### src/rtl/mips_pkg.sv
// mips_pkg: shared constants and types for the MIPS pipeline slice.
//   XLEN / RAW     : data width and register-address width
//   LT_*           : load_type encodings driven by the MEM stage
//   wb_reg_t       : contents of the MEM/WB pipeline register
package mips_pkg;

    localparam int XLEN = 32;
    localparam int RAW  = 5;

    localparam logic [2:0] LT_LW  = 3'd0;
    localparam logic [2:0] LT_LB  = 3'd1;
    localparam logic [2:0] LT_LBU = 3'd2;
    localparam logic [2:0] LT_LH  = 3'd3;
    localparam logic [2:0] LT_LHU = 3'd4;

    typedef struct packed {
        logic            wb_valid;
        logic            regwrite;
        logic            memtoreg;
        logic [2:0]      load_type;
        logic [RAW-1:0]  wa;
        logic [XLEN-1:0] alu_result;
    } wb_reg_t;

endpackage

### src/rtl/load_extend.sv
// load_extend: combinational little-endian load alignment and extension.
//   load_type : LT_* encoding (reserved codes behave as LW)
//   off       : byte offset within the word (address bits [1:0])
//   rdata     : raw 32-bit word from data memory
//   ext_data  : aligned, sign/zero-extended result
//   misalign  : access is not naturally aligned for its size
module load_extend
    import mips_pkg::*;
(
    input  logic [2:0]      load_type,
    input  logic [1:0]      off,
    input  logic [XLEN-1:0] rdata,
    output logic [XLEN-1:0] ext_data,
    output logic            misalign
);

    logic [7:0]  byte_s;
    logic [15:0] half_s;

    // Select the addressed byte lane.
    always_comb begin
        byte_s = 8'h00;
        case (off)
            2'd0:    byte_s = rdata[7:0];
            2'd1:    byte_s = rdata[15:8];
            2'd2:    byte_s = rdata[23:16];
            2'd3:    byte_s = rdata[31:24];
            default: byte_s = rdata[7:0];
        endcase
    end

    // Select the addressed halfword lane; off[0] only matters for misalignment.
    always_comb begin
        half_s = 16'h0000;
        if (off[1]) begin
            half_s = rdata[31:16];
        end else begin
            half_s = rdata[15:0];
        end
    end

    // Extend the selected lane and flag unnatural alignment.
    always_comb begin
        ext_data = rdata;
        misalign = 1'b0;
        case (load_type)
            LT_LB: begin
                ext_data = {{24{byte_s[7]}}, byte_s};
                misalign = 1'b0;
            end
            LT_LBU: begin
                ext_data = {24'h000000, byte_s};
                misalign = 1'b0;
            end
            LT_LH: begin
                ext_data = {{16{half_s[15]}}, half_s};
                misalign = off[0];
            end
            LT_LHU: begin
                ext_data = {16'h0000, half_s};
                misalign = off[0];
            end
            LT_LW: begin
                ext_data = rdata;
                misalign = (off != 2'd0);
            end
            default: begin
                // Reserved encodings are treated as a full-word load.
                ext_data = rdata;
                misalign = (off != 2'd0);
            end
        endcase
    end

endmodule

### src/rtl/wb_stage.sv
// wb_stage: writeback stage of the 5-stage MIPS pipeline.
//   clk, rst_n          : clock, synchronous active-low reset
//   m_*                 : MEM-stage instruction captured into the WB register
//   dmem_rdata          : raw load word, valid while the load sits in WB
//   we3/wa3/wd3         : regfile write port
//   ra1/ra2, rf_rd1/2   : ID-stage read addresses and raw regfile data
//   byp_rd1/2           : read data with same-cycle WB write bypassed in
//   instret             : retired-instruction counter (wraps)
//   exc_misalign/addr   : sticky misaligned-load flag and first address
//   exc_clr             : clears the sticky exception state
module wb_stage
    import mips_pkg::*;
(
    input  logic            clk,
    input  logic            rst_n,
    input  logic            m_valid,
    input  logic            m_regwrite,
    input  logic            m_memtoreg,
    input  logic [2:0]      m_load_type,
    input  logic [RAW-1:0]  m_wa,
    input  logic [XLEN-1:0] m_alu_result,
    input  logic [XLEN-1:0] dmem_rdata,
    output logic            we3,
    output logic [RAW-1:0]  wa3,
    output logic [XLEN-1:0] wd3,
    input  logic [RAW-1:0]  ra1,
    input  logic [RAW-1:0]  ra2,
    input  logic [XLEN-1:0] rf_rd1,
    input  logic [XLEN-1:0] rf_rd2,
    output logic [XLEN-1:0] byp_rd1,
    output logic [XLEN-1:0] byp_rd2,
    output logic [XLEN-1:0] instret,
    output logic            exc_misalign,
    output logic [XLEN-1:0] exc_addr,
    input  logic            exc_clr
);

    wb_reg_t         wb_r;
    logic [XLEN-1:0] ext_data_s;
    logic            lx_misalign_s;
    logic            misalign_s;

    load_extend u_load_extend (
        .load_type (wb_r.load_type),
        .off       (wb_r.alu_result[1:0]),
        .rdata     (dmem_rdata),
        .ext_data  (ext_data_s),
        .misalign  (lx_misalign_s)
    );

    // MEM/WB pipeline register; no stall path, flush arrives as m_valid=0.
    always_ff @(posedge clk) begin
        if (!rst_n) begin
            wb_r <= '0;
        end else begin
            wb_r.wb_valid   <= m_valid;
            wb_r.regwrite   <= m_regwrite;
            wb_r.memtoreg   <= m_memtoreg;
            wb_r.load_type  <= m_load_type;
            wb_r.wa         <= m_wa;
            wb_r.alu_result <= m_alu_result;
        end
    end

    // Regfile write port. rst_n gates we3 so an instruction caught in WB by
    // a reset is dropped rather than committed at the resetting edge.
    always_comb begin
        misalign_s = wb_r.memtoreg & lx_misalign_s;
        wa3        = wb_r.wa;
        if (wb_r.memtoreg) begin
            wd3 = ext_data_s;
        end else begin
            wd3 = wb_r.alu_result;
        end
        we3 = rst_n & wb_r.wb_valid & wb_r.regwrite
            & (wb_r.wa != 5'd0) & ~misalign_s;
    end

    // Same-cycle bypass: the regfile commits at the edge, after ID reads it.
    always_comb begin
        if (we3 && (wa3 == ra1) && (ra1 != 5'd0)) begin
            byp_rd1 = wd3;
        end else begin
            byp_rd1 = rf_rd1;
        end
        if (we3 && (wa3 == ra2) && (ra2 != 5'd0)) begin
            byp_rd2 = wd3;
        end else begin
            byp_rd2 = rf_rd2;
        end
    end

    // Retired-instruction counter; misaligned loads still retire.
    always_ff @(posedge clk) begin
        if (!rst_n) begin
            instret <= 32'h0000_0000;
        end else if (wb_r.wb_valid) begin
            instret <= instret + 32'h0000_0001;
        end else begin
            instret <= instret;
        end
    end

    // Sticky misalignment capture; clear wins over a same-cycle capture.
    always_ff @(posedge clk) begin
        if (!rst_n) begin
            exc_misalign <= 1'b0;
            exc_addr     <= 32'h0000_0000;
        end else if (exc_clr) begin
            exc_misalign <= 1'b0;
            exc_addr     <= 32'h0000_0000;
        end else if (wb_r.wb_valid && misalign_s && !exc_misalign) begin
            exc_misalign <= 1'b1;
            exc_addr     <= wb_r.alu_result;
        end else begin
            exc_misalign <= exc_misalign;
            exc_addr     <= exc_addr;
        end
    end

endmodule

### config.mk
export PLATFORM = sky130hd
export DESIGN_NAME = wb_stage
export DESIGN_NICKNAME = d
export VERILOG_FILES = /design/src/rtl/mips_pkg.sv /design/src/rtl/load_extend.sv /design/src/rtl/wb_stage.sv
export SDC_FILE = /design/constraint.sdc
export NUM_CORES = 1
export LEC_CHECK = 0
export BUFFER_PORTS_ARGS = -buffer_cell sky130_fd_sc_hd__buf_4
export CORE_AREA = 2 2 123 125
export CTS_BUF_LIST = sky130_fd_sc_hd__clkbuf_8
export DETAILED_ROUTE_END_ITERATION = 6
export DIE_AREA = 0 0 125 127
export GPL_ROUTABILITY_DRIVEN = 1
export PLACE_DENSITY = 0.75
export SETUP_SLACK_MARGIN = 0.05
export SLEW_MARGIN = 20
export SYNTH_ARGS = -nofsm -noshare
export SYNTH_HDL_FRONTEND = slang
export SYNTH_SLANG_ARGS = --single-unit
### constraint.sdc
create_clock -name clk -period 2.32 [get_ports clk]
set_clock_uncertainty 0.2 [all_clocks]
set_input_delay 0.348 -clock clk [delete_from_list [all_inputs] [get_ports clk]]
set_output_delay 0.348 -clock clk [all_outputs]
set_load 0.02 [all_outputs]
==> impl_metrics.json, run 1 <==
{
  "status": "finished, violations left",
  "violations": "setup timing",
  "synthesis.nets": 810,
  "cts_root_buf": "clkbuf_8",
  "placed_area_mm2": 0.00908,
  "final.setup.worst_slack_ns": -0.753,
  "wirelength_um": 30700,
  "maxSlewViolCount": 0,
  "crit_fanout": 5,
  "pre_cts_slack_ns": -0.336,
  "ir_drop_mv": 0.342,
  "clk_pin_slew_worst_paths_ns": 0.11,
  "synth-edff-count": 0,
  "cts_max_level": 3,
  "drt-vias-per-instance": 5.69,
  "dr_total_vias": 7296,
  "first_pass_iters": 5,
  "grt_usage": 0.340,
  "yosys_warnings": 0,
  "die_w_um": 125,
  "antenna_found_initial": 0,
  "fin_area_mm2": 0.0110,
  "fmax_mhz": 325,
  "min_path_type": "register to register",
  "worstSetupStartpoint": "wb_r[38]$_SDFF_PN0_",
  "cts_tree": "built",
  "final_common_cell": "buf_4",
  "worstSkewPairLatency_ns": 0.39,
  "clock_path_buffers": 2,
  "nets": 1247,
  "whs_path_depth": 2,
  "hold_violations": 0,
  "synthCells": 657,
  "setup_viol": 97,
  "cts_buffers": 9,
  "ys_seq_area_frac": 0.379,
  "placed_cells": 1195,
  "numPortBuffers": 318,
  "drive_gt1_frac": 0.551,
  "async_reset_ff_frac": 0,
  "place_hpwl_um": 18100,
  "ioPinCount": 319,
  "yosys_most_used_dff": "dfxtp_1",
  "ant_nets": 0,
  "min_from": "wb_r[31]$_SDFF_PN0_",
  "cap_violations": 0,
  "slew_headroom": 0.574,
  "multi_input_area_mm2": 0.00400,
  "required_ns": 1.77,
  "initial_utilization": 0.395,
  "reg2reg_depth": 7,
  "regArea_mm2": 0.00218,
  "syn_area_per_cell_um2": 8.68,
  "grt_pass1_wl_um": 41800,
  "die-area_mm2": 0.0159,
  "clock-sinks": 108,
  "synth.distinct_cells": 49,
  "p_total_mw": 4.75,
  "setup.worst_path.class": "register to output pin",
  "drtIter0Drc": 622,
  "timing.rr.start": "wb_r[37]$_SDFF_PN0_",
  "syn_area_mm2": 0.00570,
  "fp.dieH_um": 127,
  "critPathLaunchType": "register",
  "final.period_utilization": 1.32,
  "finalCriticalPeriod_ns": 3.07,
  "gp_routability_congestion": 0.965,
  "ys_seq_elements": 108,
  "grt_max_degree": 78,
  "layout_common_cells": "buf_4, buf_6, dfxtp_1",
  "leakage_nw": 4.99,
  "grt_remaining_overflow": 0,
  "rsz0062_at_grt": "true",
  "worstSetupEndpointType": "output pin",
  "num-fill-cells": 875,
  "max_slew.worst_pin.slew_ns": 0.639,
  "fin_cells": 1283,
  "drc": 0,
  "core-area_mm2": 0.0144,
  "tns_ns": -63.14,
  "power_density_mw_per_mm2": 430,
  "synthToLayoutAreaGrowth_pct": 93.5,
  "detail_route.wl_per_cell_um": 23.9,
  "crit_arrival_ns": 2.52,
  "rows": 44,
  "grt_pass1_vias": 7210
}
==> worst paths after layout <==
check	endpoint	slack [ns]
worst max register to register	exc_addr[10]$_SDFFE_PP0P_	0.10
worst min register to register	exc_addr[31]$_SDFFE_PP0P_	0.25
worst min-delay path	exc_addr[31]$_SDFFE_PP0P_	0.25
worst max-delay path	byp_rd2[23]	-0.75
==> timing repair <==
| action | CTS | global route |
|---|---|---|
| endpoints found under the hold margin | 43 | 0 |
| setup buffers | 22 | 12 |
| pin swaps | 25 | 17 |
| endpoints found under the setup margin | 97 | 102 |
| gates cloned | 5 | 0 |
| hold buffers | 43 | 0 |
| resized for setup | 189 | 42 |
==> cell type report <==
type,count,area share
timing repair buffer,478,0.399
sequential,108,0.197
clock buffer,9,0.0112
tap,184,0.0209
antenna,1,0.000227
clock inverter,6,0.00590
inverter,9,0.00306
multi-input combinational,488,0.362
==> flip-flops by register name (all words and copies together), names as in the netlist <==
name          cells
wa3               5
exc_misalign      1
instret          32
wb_r             38
exc_addr         32
==> routing by layer <==
| metal | vias to the layer above | part of all wire | global-route usage | wire length (µm) |
|---|---|---|---|---|
| met1 | 3415 | 0.34 | 0.376 | 10600 |
| met3 | 207 | 0.092 | 0.0796 | 2820 |
| met5 | - | 0 | 0 | 0 |
| li1 | 3110 | - | - | - |
| met4 | 0 | 0.089 | 0.209 | 2730 |
| met2 | 564 | 0.48 | 0.592 | 14600 |
==> synthesized netlist by cell type, drive strengths merged (2+ instances only) <==
master  count  area, µm²
a21boi      5       37.5
a21oi      64        328
a221oi      6       52.6
a22oi      10       75.1
a31oi       5       31.3
and2       72        450
and3        3       18.8
and4        4       35.0
buf        26        163
clkbuf     26       97.6
dfxtp     108       2160
inv         8       30.0
mux2       76        856
mux2i       2       20.0
mux4        3       67.6
nand2      98        368
nand2b      2       12.5
nand3      10       50.1
nand4       7       43.8
nor2       34        128
nor2b       3       18.8
nor3       11       55.1
nor4       10       62.6
o21ai       6       30.0
or3         4       25.0
xnor2      18        158
xor2       19        166
==> metrics by stage <==
step,hold slack [ns],utilization
after CTS,0.257,0.747
final,0.250,0.765
after floorplan,0.227,-
after detailed placement,0.248,0.629
after global placement,0.240,0.629
after global routing,0.286,0.764
==> where the power goes <==
group	total, mW	internal, mW	switching (mW)
clock	1.17	0.496	0.675
sequential	1.94	1.90	0.0422
combinational	1.64	0.865	0.773
==> cell families (layout without fill, tap and decap cells) <==
| group | after synthesis | in the layout | synth area share |
|---|---|---|---|
| adders and majority gates | 1 | 1 | 0.00219 |
| other | 0 | 1 | 0 |
| buffers and inverters | 61 | 502 | 0.0516 |
| AOI/OAI and AO/OA | 103 | 103 | 0.108 |
| DFF | 108 | 108 | 0.379 |
| xor gates and xnor gates | 37 | 37 | 0.0568 |
| muxes | 81 | 81 | 0.165 |
| and+or+nand+nor | 266 | 266 | 0.236 |
==> critical path, stage by stage, from the launching register on <==
cell     delay (ns)
dfxtp_4        0.37
buf_6          0.13
nor2_4         0.10
mux4_2         0.56
a21oi_4        0.19
buf_6          0.15
buf_12         0.14
a21oi_4        0.08
mux2_4         0.29
buf_6          0.13
(Power assumes the default switching activity.)
==> inputs of run 2 (changes only) <==
--- a/config.mk
+++ b/config.mk
@@ -6,14 +6,17 @@
 export NUM_CORES = 1
 export LEC_CHECK = 0
 export BUFFER_PORTS_ARGS = -buffer_cell sky130_fd_sc_hd__buf_4
-export CORE_AREA = 2 2 123 125
+export CELL_PAD_IN_SITES_DETAIL_PLACEMENT = 1
+export CELL_PAD_IN_SITES_GLOBAL_PLACEMENT = 2
+export CORE_MARGIN = 2
+export CORE_UTILIZATION = 23
 export CTS_BUF_LIST = sky130_fd_sc_hd__clkbuf_8
 export DETAILED_ROUTE_END_ITERATION = 6
-export DIE_AREA = 0 0 125 127
 export GPL_ROUTABILITY_DRIVEN = 1
-export PLACE_DENSITY = 0.75
+export PLACE_DENSITY_LB_ADDON = 0.1
 export SETUP_SLACK_MARGIN = 0.05
 export SLEW_MARGIN = 20
 export SYNTH_ARGS = -nofsm -noshare
 export SYNTH_HDL_FRONTEND = slang
+export SYNTH_HIERARCHICAL = 1
 export SYNTH_SLANG_ARGS = --single-unit
==> impl_metrics.json, run 2 <==
{
  "synthesis.nets": 808,
  "clk_pin_slew_worst_paths_ns": 0.11,
  "yosys_most_used_dff": "dfxtp_1",
  "cts_tree": "built",
  "max_slew.worst_pin.slew_ns": 0.601,
  "synthCells": 655,
  "final_common_cell": "buf_4",
  "internal_power_mw": 3.23,
  "finalCriticalPeriod_ns": 3.22,
  "grt_pass1_vias": 6862,
  "crit_fanout": 5,
  "place_hpwl_um": 20500,
  "nets": 1277,
  "largest_register_ffs": 38,
  "num-fill-cells": 2932,
  "first_pass_iters": 4,
  "grt_usage": 0.195,
  "ioPinCount": 319,
  "crit_arrival_ns": 2.67,
  "layout_common_cells": "buf_4, buf_6, dfxtp_1",
  "required_ns": 1.77,
  "fmax_mhz": 311,
  "ant_nets": 0,
  "cap_violations": 0,
  "cts_max_level": 3,
  "critPathLaunchType": "register",
  "clock_path_buffers": 2,
  "numPortBuffers": 318,
  "die-area_mm2": 0.0273,
  "synth-edff-count": 0,
  "synthTopCellsByArea": "dfxtp_1, mux2_2, nand2_1",
  "leakage_nw": 5.17,
  "detail_route.wl_per_cell_um": 19.1,
  "ys_seq_elements": 108,
  "worstSkewPairLatency_ns": 0.38,
  "clock-sinks": 108,
  "gp_routability_congestion": 0.788,
  "rows": 59,
  "largest_register": "wb_r",
  "core-area_mm2": 0.0258,
  "drive_gt1_frac": 0.569,
  "regArea_mm2": 0.00218,
  "fp.dieH_um": 165,
  "final_util": 0.447,
  "power_density_mw_per_mm2": 403,
  "synth.distinct_cells": 49,
  "syn_area_per_cell_um2": 9.14,
  "final.period_utilization": 1.39,
  "initial_utilization": 0.232,
  "pwr-share-seq": 0.414,
  "top_regs": "wb_r: 38 flops, exc_addr: 32 flops, instret: 32 flops",
  "grt_pass1_wl_um": 40500,
  "drtIter0Drc": 184,
  "pre_cts_slack_ns": -0.650,
  "grt_max_degree": 48,
  "ys_seq_area_frac": 0.361,
  "cts_buffers": 9,
  "synth_common_cells": "dfxtp_1, mux2_2, nand2_1",
  "antenna_found_initial": 1,
  "min_path_type": "register to register",
  "synth_top_area_cell": "dfxtp_1",
  "syn_area_mm2": 0.00599,
  "async_reset_ff_frac": 0,
  "dr_total_vias": 6752,
  "power_switching_mw": 1.43,
  "yosys_warnings": 6,
  "netSwitchingFraction": 0.307,
  "setup_viol": 97,
  "wirelength_um": 28000,
  "die_w_um": 165,
  "clock_power_share": 0.249,
  "drc": 0,
  "maxSlewViolCount": 0,
  "final.setup.worst_slack_ns": -0.896,
  "multi_input_area_mm2": 0.00417,
  "rsz0062_at_grt": "true",
  "combinationalPowerShare": 0.337,
  "slew_headroom": 0.594,
  "violations": "setup timing",
  "synthToLayoutAreaGrowth_pct": 93.0,
  "grt_remaining_overflow": 0,
  "status": "finished, violations left",
  "cts_root_buf": "clkbuf_8",
  "setup.worst_path.class": "register to output pin",
  "ir_drop_mv": 0.215,
  "synth_top_area_share": 0.361,
  "hold_violations": 0,
  "drt-vias-per-instance": 4.61,
  "worstSetupEndpointType": "output pin",
  "yosysMostFrequentCell": "dfxtp_1"
}
==> run 2: cells by family after synthesis <==
group | after synthesis | share of synthesized area
XOR/XNOR | 22 | 0.0322
adder cells (fa/ha/maj) | 1 | 0.00209
multiplexers | 107 | 0.216
AND/OR/NAND/NOR | 229 | 0.201
flip-flops | 108 | 0.361
buffers and inverters | 59 | 0.0458
AO/OA/AOI/OAI | 129 | 0.142
==> run 2: timing repair <==
action | CTS | global route
endpoints found under the setup margin | 97 | 98
resized for setup | 137 | 88
buffers inserted | 21 | 26
hold buffers | 43 | 0
hold endpoints to repair | 43 | 0
pin swaps | 26 | 22
cloned | 5 | 0
==> run 2: metal layers <==
layer	vias to the layer above	GRT usage	wire [µm]
li1	3275	-	-
met4	0	0.0408	312
met2	189	0.349	14500
met3	15	0.0472	1870
met5	-	0	0
met1	3273	0.238	11300
==> run 2: layout make-up <==
cell class              instances  area share
diodes                          1    0.000217
repair buffers                504       0.395
well taps                     335      0.0363
clock inverters                 5     0.00401
inverters                      11     0.00357
flip-flops and latches        108       0.189
multi-input cells             490       0.361
clock buffers                  10      0.0119
==> run 2: through the flow <==
step / std cells / setup TNS, ns / total power, mW / hold slack [ns] / area (µm²)
global placement: 1360 / -44.31 / 3.21 / 0.243 / 9710
floorplan: 655 / -18.79 / 2.57 / 0.229 / 6320
global route: 1464 / -81.09 / 4.92 / 0.269 / 11600
detailed placement: 1360 / -45.76 / 3.22 / 0.247 / 9710
CTS: 1444 / -75.44 / 4.61 / 0.252 / 11100
finish: 1464 / -72.12 / 4.66 / 0.254 / 11600
==> run 2: path summary, 6_finish.rpt <==
path / startpoint / endpoint / slack, ns / cells past startpoint
worst max-delay path: wb_r[1]$_SDFF_PN0_ / byp_rd2[13] / -0.90 / 7
worst min-delay path: wb_r[22]$_SDFF_PN0_ / exc_addr[22]$_SDFFE_PP0P_ / 0.25 / 2
worst max register to register: instret[6]$_SDFFE_PN0P_ / instret[21]$_SDFFE_PN0P_ / 0.18 / 4
worst min register to register: wb_r[22]$_SDFF_PN0_ / exc_addr[22]$_SDFFE_PP0P_ / 0.25 / 2
==> run 2: worst max-delay path: stages, from the launching register on <==
cell	delay (ns)
dfxtp_4	0.39
mux4_2	0.60
nand3b_4	0.19
o21ai_2	0.07
a221o_1	0.31
mux2_4	0.32
mux2_4	0.27
buf_6	0.13
==> run 2: power by group through the flow <==
| stage | clock network [mW] | registers (mW) | logic, mW |
|---|---|---|---|
| global route | 1.32 | 1.93 | 1.67 |
| CTS | 1.23 | 1.93 | 1.45 |
| floorplan | 0 | 1.97 | 0.607 |
| finish | 1.16 | 1.93 | 1.57 |
| detailed placement | 0 | 1.97 | 1.25 |
| global placement | 0 | 1.97 | 1.24 |
